### src/rtl/norm_writer_pkg.sv
// Shared types and constants for the normalisation writer: FSM encoding, pixel type
// and the minimum legal denominator.
package norm_pkg;
  localparam int PKG_PIXEL_BIT_WIDTH = 10;
  localparam int MIN_DENOM           = 1;

  typedef logic [PKG_PIXEL_BIT_WIDTH-1:0] pixel_t;
  typedef enum logic [1:0] {IDLE, RUN, DRAIN, DONE} norm_wr_state_t;
endpackage

### src/rtl/norm_writer_if.sv
// AXI4-Stream style bus (valid/ready/data/user/last) used on both sides of the writer.
interface norm_writer_if #(
  parameter int DATA_W = 10,
  parameter int USER_W = 2
);
  logic              tvalid;
  logic              tready;
  logic [DATA_W-1:0] tdata;
  logic [USER_W-1:0] tuser;
  logic              tlast;

  modport master (output tvalid, tdata, tuser, tlast, input tready);
  modport slave  (input tvalid, tdata, tuser, tlast, output tready);
endinterface

### src/rtl/norm_writer_reg_slice.sv
// Single-stage forward register slice: the load strobe captures a beat, which is held
// until the downstream ready retires it.
module axis_reg_slice #(
  parameter int DATA_W = 10,
  parameter int USER_W = 2
) (
  input  logic              clk,
  input  logic              rst_n,
  input  logic              load,
  input  logic [DATA_W-1:0] in_data,
  input  logic [USER_W-1:0] in_user,
  input  logic              in_last,
  input  logic              out_ready,
  output logic              out_valid,
  output logic [DATA_W-1:0] out_data,
  output logic [USER_W-1:0] out_user,
  output logic              out_last
);
  logic              valid_q, valid_d;
  logic [DATA_W-1:0] data_q, data_d;
  logic [USER_W-1:0] user_q, user_d;
  logic              last_q, last_d;

  // load is only raised when the slot is empty or being emptied this cycle
  always_comb begin
    valid_d = valid_q;
    data_d  = data_q;
    user_d  = user_q;
    last_d  = last_q;
    if (load) begin
      valid_d = 1'b1;
      data_d  = in_data;
      user_d  = in_user;
      last_d  = in_last;
    end else if (out_ready) begin
      valid_d = 1'b0;
    end
  end

  always_ff @(posedge clk or negedge rst_n) begin
    if (!rst_n) begin
      valid_q <= 1'b0;
      data_q  <= '0;
      user_q  <= '0;
      last_q  <= 1'b0;
    end else begin
      valid_q <= valid_d;
      data_q  <= data_d;
      user_q  <= user_d;
      last_q  <= last_d;
    end
  end

  assign out_valid = valid_q;
  assign out_data  = data_q;
  assign out_user  = user_q;
  assign out_last  = last_q;
endmodule

### src/rtl/norm_writer.sv
// Forwards the cropped pixel stream through a register slice while tracking the frame peak,
// then publishes the peak as the normaliser denominator and pulses ap_done.
module norm_writer
  import norm_pkg::*;
#(
  parameter int PIXEL_BIT_WIDTH = 10,
  parameter int USER_WIDTH      = 2,
  parameter int CNT_WIDTH       = 24
) (
  input  logic                       clk,
  input  logic                       s_axis_resetn,
  input  logic                       ap_start,
  output logic                       ap_done,
  output logic                       ap_idle,
  output logic                       ap_ready,
  input  logic [CNT_WIDTH-1:0]       num_pixels,
  norm_writer_if.slave               s_axis,
  norm_writer_if.master              m_axis,
  output logic [PIXEL_BIT_WIDTH-1:0] norm_denominator,
  output logic                       frame_err
);
  localparam logic [PIXEL_BIT_WIDTH-1:0] DENOM_FLOOR = PIXEL_BIT_WIDTH'(MIN_DENOM);

  norm_wr_state_t              state_q, state_d;
  logic [CNT_WIDTH-1:0]        cnt_q, cnt_d;
  logic [CNT_WIDTH-1:0]        npix_q, npix_d;
  logic [PIXEL_BIT_WIDTH-1:0]  peak_q, peak_d;
  logic [PIXEL_BIT_WIDTH-1:0]  denom_q, denom_d;
  logic                        ferr_q, ferr_d;

  logic                        s_accept;
  logic                        cnt_match;
  logic                        final_beat;
  logic [PIXEL_BIT_WIDTH-1:0]  peak_new;

  function automatic logic [CNT_WIDTH-1:0] sat_inc(input logic [CNT_WIDTH-1:0] v);
    return (&v) ? v : v + CNT_WIDTH'(1);
  endfunction

  function automatic logic [PIXEL_BIT_WIDTH-1:0] denom_guard(
    input logic [PIXEL_BIT_WIDTH-1:0] p);
    return (p == '0) ? DENOM_FLOOR : p;
  endfunction

  assign s_axis.tready = (state_q == RUN) && (!m_axis.tvalid || m_axis.tready);
  assign s_accept      = s_axis.tvalid && s_axis.tready;
  // npix_q is never 0 in RUN, so the subtraction cannot underflow
  assign cnt_match     = (cnt_q == npix_q - CNT_WIDTH'(1));
  assign final_beat    = s_accept && (s_axis.tlast || cnt_match);
  assign peak_new      = (s_axis.tdata > peak_q) ? s_axis.tdata : peak_q;

  always_comb begin
    state_d = state_q;
    cnt_d   = cnt_q;
    npix_d  = npix_q;
    peak_d  = peak_q;
    denom_d = denom_q;
    ferr_d  = ferr_q;
    case (state_q)
      IDLE: begin
        if (ap_start) begin
          npix_d = num_pixels;
          cnt_d  = '0;
          peak_d = '0;
          ferr_d = 1'b0;
          if (num_pixels == '0) begin
            denom_d = DENOM_FLOOR;
            state_d = DONE;
          end else begin
            state_d = RUN;
          end
        end
      end
      RUN: begin
        if (s_accept) begin
          cnt_d  = sat_inc(cnt_q);
          peak_d = peak_new;
          if (final_beat) begin
            denom_d = denom_guard(peak_new);
            ferr_d  = ferr_q | (s_axis.tlast != cnt_match);
            state_d = DRAIN;
          end
        end
      end
      DRAIN:   if (!m_axis.tvalid || m_axis.tready) state_d = DONE;
      DONE:    state_d = IDLE;
      default: state_d = IDLE;
    endcase
  end

  always_ff @(posedge clk or negedge s_axis_resetn) begin
    if (!s_axis_resetn) begin
      state_q <= IDLE;
      cnt_q   <= '0;
      npix_q  <= '0;
      peak_q  <= '0;
      denom_q <= DENOM_FLOOR;
      ferr_q  <= 1'b0;
    end else begin
      state_q <= state_d;
      cnt_q   <= cnt_d;
      npix_q  <= npix_d;
      peak_q  <= peak_d;
      denom_q <= denom_d;
      ferr_q  <= ferr_d;
    end
  end

  // the final beat always leaves the slice flagged as frame end
  axis_reg_slice #(
    .DATA_W (PIXEL_BIT_WIDTH),
    .USER_W (USER_WIDTH)
  ) u_slice (
    .clk       (clk),
    .rst_n     (s_axis_resetn),
    .load      (s_accept),
    .in_data   (s_axis.tdata),
    .in_user   (s_axis.tuser),
    .in_last   (s_axis.tlast || cnt_match),
    .out_ready (m_axis.tready),
    .out_valid (m_axis.tvalid),
    .out_data  (m_axis.tdata),
    .out_user  (m_axis.tuser),
    .out_last  (m_axis.tlast)
  );

  assign ap_done          = (state_q == DONE);
  assign ap_idle          = (state_q == IDLE);
  assign ap_ready         = (state_q == IDLE);
  assign norm_denominator = denom_q;
  assign frame_err        = ferr_q;
endmodule

### src/flat_wrapper.sv
// flat-port wrapper written by rule: the top's interface ports become plain ports
module norm_writer_flat import norm_pkg::*;
#(
  parameter int PIXEL_BIT_WIDTH = 10,
  parameter int USER_WIDTH      = 2,
  parameter int CNT_WIDTH       = 24
)
  (clk, s_axis_resetn, ap_start, ap_done, ap_idle, ap_ready, num_pixels, norm_denominator, frame_err, s_axis_tvalid, s_axis_tdata, s_axis_tuser, s_axis_tlast, s_axis_tready, m_axis_tvalid, m_axis_tdata, m_axis_tuser, m_axis_tlast, m_axis_tready);
  norm_writer_if #(.DATA_W(10), .USER_W(2)) s_axis_i ();
  norm_writer_if #(.DATA_W(10), .USER_W(2)) m_axis_i ();
  input  logic clk;
  input  logic s_axis_resetn;
  input  logic ap_start;
  output logic ap_done;
  output logic ap_idle;
  output logic ap_ready;
  input  logic [CNT_WIDTH-1:0] num_pixels;
  output logic [PIXEL_BIT_WIDTH-1:0] norm_denominator;
  output logic frame_err;
  input wire logic [$bits(s_axis_i.tvalid)-1:0] s_axis_tvalid;
  input wire logic [$bits(s_axis_i.tdata)-1:0] s_axis_tdata;
  input wire logic [$bits(s_axis_i.tuser)-1:0] s_axis_tuser;
  input wire logic [$bits(s_axis_i.tlast)-1:0] s_axis_tlast;
  output wire logic [$bits(s_axis_i.tready)-1:0] s_axis_tready;
  output wire logic [$bits(m_axis_i.tvalid)-1:0] m_axis_tvalid;
  output wire logic [$bits(m_axis_i.tdata)-1:0] m_axis_tdata;
  output wire logic [$bits(m_axis_i.tuser)-1:0] m_axis_tuser;
  output wire logic [$bits(m_axis_i.tlast)-1:0] m_axis_tlast;
  input wire logic [$bits(m_axis_i.tready)-1:0] m_axis_tready;
  assign s_axis_i.tvalid = s_axis_tvalid;
  assign s_axis_i.tdata = s_axis_tdata;
  assign s_axis_i.tuser = s_axis_tuser;
  assign s_axis_i.tlast = s_axis_tlast;
  assign s_axis_tready = s_axis_i.tready;
  assign m_axis_tvalid = m_axis_i.tvalid;
  assign m_axis_tdata = m_axis_i.tdata;
  assign m_axis_tuser = m_axis_i.tuser;
  assign m_axis_tlast = m_axis_i.tlast;
  assign m_axis_i.tready = m_axis_tready;
  norm_writer #(.PIXEL_BIT_WIDTH(PIXEL_BIT_WIDTH), .USER_WIDTH(USER_WIDTH), .CNT_WIDTH(CNT_WIDTH)) u_core (.clk(clk), .s_axis_resetn(s_axis_resetn), .ap_start(ap_start), .ap_done(ap_done), .ap_idle(ap_idle), .ap_ready(ap_ready), .num_pixels(num_pixels), .s_axis(s_axis_i), .m_axis(m_axis_i), .norm_denominator(norm_denominator), .frame_err(frame_err));
endmodule
### config.mk
export PLATFORM = sky130hd
export DESIGN_NAME = norm_writer_flat
export DESIGN_NICKNAME = d
export VERILOG_FILES = /design/src/rtl/norm_writer_pkg.sv /design/src/rtl/norm_writer_if.sv /design/src/rtl/norm_writer_reg_slice.sv /design/src/rtl/norm_writer.sv /design/src/flat_wrapper.sv
export SDC_FILE = /design/constraint.sdc
export NUM_CORES = 1
export LEC_CHECK = 0
export ABC_AREA = 1
export ABC_CLOCK_PERIOD_IN_PS = 3400
export BUFFER_PORTS_ARGS = -buffer_cell sky130_fd_sc_hd__buf_2
export CORE_UTILIZATION = 41
export CTS_BUF_LIST = sky130_fd_sc_hd__clkbuf_8
export CTS_CLUSTER_SIZE = 40
export DETAILED_ROUTE_END_ITERATION = 6
export PLACE_DENSITY = 0.68
export SYNTH_ARGS = -nofsm -noshare
export SYNTH_HDL_FRONTEND = slang
export SYNTH_SLANG_ARGS = --single-unit
### constraint.sdc
create_clock -name clk -period 3.4 [get_ports clk]
set_clock_uncertainty 0.05 [all_clocks]
set_input_delay 0.51 -clock clk [delete_from_list [all_inputs] [get_ports clk]]
set_output_delay 0.51 -clock clk [all_outputs]
set_load 0.01 [all_outputs]
==> results.sh, run 1 <==
export IMPL_final_hold_worst_slack_ps=71.21
export IMPL_synth_warnings=0
export IMPL_synthesis_nets=775
export IMPL_vias_per_cell=4.852
export IMPL_hold_buffers=0
export IMPL_synth_top_area_cell="sky130_fd_sc_hd__dfrtp_1"
export IMPL_drv_slew=0
export IMPL_avgRoutedWirePerCell_um=12.59
export IMPL_yosys_top_cells_count="sky130_fd_sc_hd__nand2_1, sky130_fd_sc_hd__inv_1, sky130_fd_sc_hd__dfrtp_1"
export IMPL_slew_limit_headroom_pct=61.04
export IMPL_total_leakage_power_nw=3.071
export IMPL_grt_max_degree=49
export IMPL_first_global_vias=4293
export IMPL_num_vias=4672
export IMPL_gp_congestion=0.8512
export IMPL_ios=71
export IMPL_ys_seq_elements=85
export IMPL_gr_util_all_layers_pct=19.60
export IMPL_max_slew_worst_pin_slew_ps=584.5
export IMPL_hp_class="input port to async pin"
export IMPL_gate_count_of_the_mapped_netlist=716
export IMPL_power_switching_fraction_pct=43.95
export IMPL_setup_repair_after_global_routing_missed_its_margin="false"
export IMPL_dr_first_iter_drc_count=298
export IMPL_start_util_pct=42.48
export IMPL_fin_util_pct=48.72
export IMPL_crit_path_launch_type="flip-flop"
export IMPL_synth_top_cell_area_share_pct=38.90
export IMPL_total_detailed_routing_wirelength_um=12120
export IMPL_mappedNetlistArea_mm2=0.005404
export IMPL_combinational_share_of_power_pct=47.2
export IMPL_grt_ovfl_total=0
export IMPL_clk_root_buffer_cell="sky130_fd_sc_hd__clkbuf_8"
export IMPL_outcome="complete, no violations"
export IMPL_intPower_w=0.002546
export IMPL_final_min_clock_period_ps=3011
export IMPL_finalSetupViolations=0
export IMPL_timing_critical_path_to_type="flip-flop"
export IMPL_clockPowerShare_pct=17.3
export IMPL_path_max_fanout=8
export IMPL_coreArea_mm2=0.01272
export IMPL_nNetsFinal=845
export IMPL_detailedRoute_firstPassIterationCount=6
export IMPL_quantity_of_i_o_buffers_inserted_on_ports=70
export IMPL_clkSlewWorstSetupHoldPaths_ps=90
export IMPL_yosys_cell_types_count=42
export IMPL_synth_sequential_area_ratio_pct=39.38
export IMPL_placementRows=41
export IMPL_fmax_mhz=332.1
export IMPL_numCtsBuffers=9
export IMPL_r2r_setup_slack_ps=390
export IMPL_post_synth_cell_area_avg_um2=7.547
export IMPL_antenna_violations_before_repair=0
export IMPL_ys_top_cells_by_area="sky130_fd_sc_hd__dfrtp_1, sky130_fd_sc_hd__nand2_1, sky130_fd_sc_hd__inv_1"
export IMPL_multi_input_area_mm2=0.002785
export IMPL_synth_most_common_cell="sky130_fd_sc_hd__nand2_1"
export IMPL_max_cap_violations=0
export IMPL_dieArea_mm2=0.01364
export IMPL_route_detailed_drc=0
export IMPL_flow_area_growth_from_synthesis_pct=14.70
export IMPL_fillerInstances=1336
export IMPL_powerDensity_mw_per_mm2=732.7
export IMPL_htree_num_levels=3
export IMPL_req_time_crit_path_ps=3640
export IMPL_cp_data_arrival_time_ps=3260
export IMPL_ff_latch_area_mm2=0.002128
export IMPL_synth_enable_flop_cells=0
export IMPL_vdd_ir_drop_worst_uv=555.4
export IMPL_clock_sink_count=85
export IMPL_antenna_fix_cells=0
export IMPL_cts_tree="yes"
export IMPL_finalHoldViolations=0
export IMPL_fin_crit_sh_pct=88.57
export IMPL_cts_buffer_depth=2
export IMPL_async_reset_ff_share_pct=100.0
export IMPL_dp_final_hpwl_um=9193
export IMPL_timing_worst_setup_path_type="flip-flop to flip-flop"
export IMPL_die_width_um=116.8
export IMPL_drive_above_1_share_pct=17.32
export IMPL_route_antenna_remaining_nets=0
export IMPL_p_seq_share_pct=35.5
export IMPL_clk_latency_ps=370
export IMPL_net_switching_power_w=0.001996
export IMPL_synth_ff_type="sky130_fd_sc_hd__dfrtp_1"
export IMPL_grt_pass1_wl_um=20660
export IMPL_die_y_um=116.8
export IMPL_setup_tns_ps=0
-- state kept, by name, indices dropped and copies added, names as in the netlist --
register,flops
u_core.cnt_q,24
u_core.frame_err,1
u_core.norm_denominator,10
u_core.npix_q,24
u_core.peak_q,10
u_core.state_q,2
u_core.u_slice.out_data,10
u_core.u_slice.out_last,1
u_core.u_slice.out_user,2
u_core.u_slice.out_valid,1
-- worst paths after layout --
path / start / endpoint / depth (start not counted)
max in group asynchronous: s_axis_resetn / u_core.npix_q[16] / 2
worst max-delay path: u_core.npix_q[2] / u_core.norm_denominator[4] / 18
worst min-delay path: s_axis_resetn / u_core.u_slice.out_data[4] / 1
worst min register to register: u_core.u_slice.out_user[0] / u_core.u_slice.out_user[0] / 2
min in group clk: s_axis_tuser[1] / u_core.u_slice.out_user[1] / 3
worst max register to register: u_core.npix_q[2] / u_core.norm_denominator[4] / 18
-- what timing repair did --
item / in CTS / in global routing
setup endpoints to repair: 0 / 12
gates resized for setup: 0 / 14
buffers inserted: 0 / 3
-- power groups by stage --
stage                     registers [W]  logic [W]  clock network, W
after floorplan                 0.00162    0.00158                 0
after global placement          0.00163    0.00206                 0
after detailed placement        0.00163    0.00207                 0
after CTS                       0.00161    0.00208          0.000805
after global routing            0.00166    0.00248          0.000854
final                           0.00161    0.00214          0.000787
-- layer usage --
layer	vias up	GRT usage, %	wire length [um]
li1	2443	-	-
met1	2138	27.96	6052
met2	80	29.66	5470
met3	11	3.502	458
met4	0	7.511	140
met5	-	0	0
-- worst max-delay path: stages, from the launching register on --
cell,delay (ps)
sky130_fd_sc_hd__dfrtp_1,410
sky130_fd_sc_hd__nor2_1,150
sky130_fd_sc_hd__nand3_1,240
sky130_fd_sc_hd__nor2_1,230
sky130_fd_sc_hd__nand3_1,120
sky130_fd_sc_hd__nand2_1,70
sky130_fd_sc_hd__nand2_1,50
sky130_fd_sc_hd__nor2_1,80
sky130_fd_sc_hd__nand2_1,70
sky130_fd_sc_hd__nor3_2,180
sky130_fd_sc_hd__nand4_1,150
sky130_fd_sc_hd__ha_1,200
sky130_fd_sc_hd__or2_1,230
sky130_fd_sc_hd__nand2_1,90
sky130_fd_sc_hd__nand2_2,80
sky130_fd_sc_hd__a21oi_4,220
sky130_fd_sc_hd__buf_6,160
sky130_fd_sc_hd__nand3_1,70
sky130_fd_sc_hd__o21ai_0,80
-- cell type report --
| type | count | area share, % |
|---|---|---|
| inverter | 110 | 6.702 |
| clock buffer | 9 | 1.998 |
| clock inverter | 7 | 1.474 |
| timing repair buffer | 81 | 7.085 |
| multi-input combinational | 499 | 44.93 |
| sequential | 85 | 34.34 |
| tap | 172 | 3.472 |
-- placed cells by master (no fill, tap or decap), types with 6 or more instances in the layout --
cell type	n
sky130_fd_sc_hd__nand2_1	171
sky130_fd_sc_hd__inv_1	105
sky130_fd_sc_hd__dfrtp_1	84
sky130_fd_sc_hd__buf_2	69
sky130_fd_sc_hd__nor2_1	55
sky130_fd_sc_hd__o21ai_0	51
sky130_fd_sc_hd__nand3_1	43
sky130_fd_sc_hd__xor2_1	30
sky130_fd_sc_hd__nand4_1	22
sky130_fd_sc_hd__nor3_1	16
sky130_fd_sc_hd__ha_1	16
sky130_fd_sc_hd__xnor2_1	15
sky130_fd_sc_hd__o22ai_1	15
sky130_fd_sc_hd__buf_4	11
sky130_fd_sc_hd__o31ai_1	9
sky130_fd_sc_hd__clkbuf_8	9
sky130_fd_sc_hd__o21ai_2	7
sky130_fd_sc_hd__nand3_2	6
-- through the flow --
step	power [W]	std cells	setup slack [ps]	area (um2)
6_report	0.004542	963	388.8	6198
5_1_grt	0.004993	963	3.824	6198
4_1_cts	0.004498	960	89.92	6125
3_5_place_dp	0.003702	944	102.8	5909
3_3_place_gp	0.003686	944	181.1	5909
2_1_floorplan	0.003204	716	529.2	5404
-- cells by family (layout without fill, tap and decap cells) --
kind of cell,count (synthesis),in the layout,share of synthesized area (%)
simple gates,338,338,28.18
buf+inv,132,207,9.956
compound gates,97,97,10.63
flops,85,85,39.38
xor+xnor,46,46,7.710
fa+ha+maj,17,17,3.936
mux,1,1,0.2084
No activity file was read; power rests on OpenSTA's default activity.
==> run 2, diff against run 1 <==
ABC_CLOCK_PERIOD_IN_PS = 3780   (was 3400)
BUFFER_PORTS_ARGS = unset   (was -buffer_cell sky130_fd_sc_hd__buf_2)
DONT_BUFFER_PORTS = 1   (was unset)
PLACE_DENSITY = 0.63   (was 0.68)
clock period = 3.78 ns   (was 3.4 ns; I/O delays follow)
==> run 2 against run 1 <==
Compared with the run above:
- combinational power shrank 21%
- sequential share of layout area grew 2.4 points
- critical endpoint is now u_core.norm_denominator[0]
- wire length is 4.7% higher
- flip-flop and latch count unchanged
- setup slack improved by 160 ps
- cell area shrank 6.4%
- worst hold slack lost 17 ps
- count of clock-buffer cells in the layout is the same
- first-iteration DRC count fell by 9.7%
- critical path depth rose by 2
==> results.sh, run 2 (synthesis results as in run 1) <==
export IMPL_clk_latency_ps=370
export IMPL_timing_critical_path_to_type="flip-flop"
export IMPL_final_cell_mix="sky130_fd_sc_hd__nand2_1, sky130_fd_sc_hd__inv_1, sky130_fd_sc_hd__dfrtp_1"
export IMPL_route_layer_met1_wl_um=5892
export IMPL_endpoint="u_core.norm_denominator[0]"
export IMPL_die_y_um=116.8
export IMPL_cts_tree="yes"
export IMPL_r2r_setup_slack_ps=550
export IMPL_hp_class="input port to async pin"
export IMPL_clkSlewWorstSetupHoldPaths_ps=90
export IMPL_setup_tns_ps=0
export IMPL_r2r_worst_path_cells=20
export IMPL_critical_path_slowest_cell="sky130_fd_sc_hd__dfrtp_1"
export IMPL_vdd_ir_drop_worst_uv=402.6
export IMPL_detailedRoute_firstPassIterationCount=5
export IMPL_final_common_cell="sky130_fd_sc_hd__nand2_1"
export IMPL_route_antenna_remaining_nets=0
export IMPL_grt_pass1_wl_um=21410
export IMPL_total_leakage_power_nw=2.765
export IMPL_placementRows=41
export IMPL_clock_sink_count=85
export IMPL_reg_top3="u_core.cnt_q: 24 flops, u_core.npix_q: 24 flops"
export IMPL_vias_per_cell=5.176
export IMPL_max_cap_violations=0
export IMPL_powerDensity_mw_per_mm2=690.1
export IMPL_quantity_of_i_o_buffers_inserted_on_ports=0
export IMPL_fin_crit_sh_pct=85.54
export IMPL_timing_worst_setup_path_type="flip-flop to flip-flop"
export IMPL_post_cts_setup_buffers=0
export IMPL_fillerInstances=1314
export IMPL_first_global_vias=4376
export IMPL_dr_first_iter_drc_count=269
export IMPL_cp_data_arrival_time_ps=3480
export IMPL_crit_path_launch_type="flip-flop"
export IMPL_drv_slew=0
export IMPL_cts_buffer_depth=2
export IMPL_req_time_crit_path_ps=4030
export IMPL_crit_path_max_incr_delay_ps=410
export IMPL_num_vias=4596
export IMPL_clk_root_buffer_cell="sky130_fd_sc_hd__clkbuf_8"
export IMPL_fmax_mhz=309.3
export IMPL_slew_limit_headroom_pct=65.61
export IMPL_die_width_um=116.8
export IMPL_timing_rr_end="u_core.norm_denominator[0]"
export IMPL_avgRoutedWirePerCell_um=14.30
export IMPL_crit_chain="inv_1 > ha_1 > nand3_1 > nor2_1 > buf_4 > nand2_1 > o21ai_0 > inv_1 > nor2_1 > nand3_1 > nor3_1 > nand4_1 > ha_1 > or2_1 > nand2_1 > nand2_2 > a21oi_4 > buf_4 > nor2_1 > a21oi_1"
export IMPL_routed_wl_met2_um=6005
export IMPL_outcome="complete, no violations"
export IMPL_ff_latch_area_mm2=0.002128
export IMPL_htree_num_levels=3
export IMPL_antenna_fix_cells=0
export IMPL_coreArea_mm2=0.01272
export IMPL_gp_congestion=0.9147
export IMPL_grt_max_degree=86
export IMPL_highest_layer="met4"
export IMPL_flow_area_growth_from_synthesis_pct=7.340
export IMPL_final_hold_worst_slack_ps=53.99
export IMPL_cts_repair_resize_count=0
export IMPL_path_max_fanout=12
export IMPL_reg_to_reg_startpoint="u_core.npix_q[0]"
export IMPL_critPathMostFrequentCell="sky130_fd_sc_hd__nor2_1"
export IMPL_critical_path_startpoint="u_core.npix_q[0]"
export IMPL_grt_ovfl_total=0
export IMPL_dieArea_mm2=0.01364
export IMPL_ios=71
export IMPL_total_detailed_routing_wirelength_um=12700
export IMPL_finalHoldViolations=0
export IMPL_max_slew_worst_pin_slew_ps=512.0
export IMPL_numCtsBuffers=9
export IMPL_wire_length_on_met3_um=663
export IMPL_drive_above_1_share_pct=7.402
export IMPL_nNetsFinal=770
export IMPL_fin_util_pct=45.59
export IMPL_final_min_clock_period_ps=3233
export IMPL_start_util_pct=42.48
export IMPL_antenna_violations_before_repair=0
export IMPL_total_power_w=0.004003
export IMPL_setup_repair_after_global_routing_missed_its_margin="false"
export IMPL_dp_final_hpwl_um=9486
export IMPL_route_detailed_drc=0
export IMPL_multi_input_area_mm2=0.002738
export IMPL_gr_util_all_layers_pct=20.30
export IMPL_finalSetupViolations=0
## run 2: cell count changes in the layout (fill, tap and decap cells not counted), moves of 2 or more
cell / before / now
sky130_fd_sc_hd__buf_2: 69 / 0
sky130_fd_sc_hd__buf_4: 11 / 5
sky130_fd_sc_hd__clkinvlp_4: 3 / 0
sky130_fd_sc_hd__nor2_1: 55 / 58
sky130_fd_sc_hd__inv_1: 105 / 107
sky130_fd_sc_hd__nor2_4: 4 / 2
## run 2: layout make-up
type	count	area share (%)
Inverter	110	7.161
Timing Repair Buffer	6	1.122
Clock buffer	9	2.135
Tap cell	172	3.710
Sequential cell	85	36.69
Clock inverter	7	1.984
Multi-Input combinational cell	499	47.20
## run 2: critical path: cells and delay by family, from the launching register on
family,cells,cell delay (ps)
AOI/OAI and AO/OA,3,460
adders and majority gates,2,400
buffers and inverters,4,500
DFF,1,410
and+or+nand+nor,11,1330
## run 2: power by group
part	internal [W]	leakage [nW]	switching, W
Clock	0.000438	0.126	0.000348
Sequential	0.00120	1.11	0.000319
Combinational	0.000581	1.53	0.00111
## run 2: routing by layer
metal / up-vias / global-route usage (%)
met1: 2173 / 26.71
met3: 11 / 4.892
met5: - / 0
met2: 110 / 33.29
li1: 2302 / -
met4: 0 / 5.992
## run 2: worst min path at each step
stage	from	to	slack, ps
floorplan	s_axis_resetn	u_core.cnt_q[0]	220
global placement	s_axis_resetn	u_core.cnt_q[0]	230
detailed placement	s_axis_resetn	u_core.cnt_q[0]	230
CTS	s_axis_resetn	u_core.cnt_q[1]	60
global route	s_axis_resetn	u_core.cnt_q[0]	80
finish	s_axis_resetn	u_core.cnt_q[0]	50
## run 2: timing repair
| item | CTS | global route |
|---|---|---|
| setup endpoints to repair | 0 | 0 |
| endpoints found under the hold margin | 85 | 0 |
| hold buffers | 1 | 0 |
## run 2: per-stage QoR
step	cells	cell area, um2	worst slack [ps]
finish	888	5801	546.5
global route	888	5801	87.17
CTS	888	5801	527.9
detailed placement	871	5534	579.1
global placement	871	5534	670.2
floorplan	716	5404	909.2
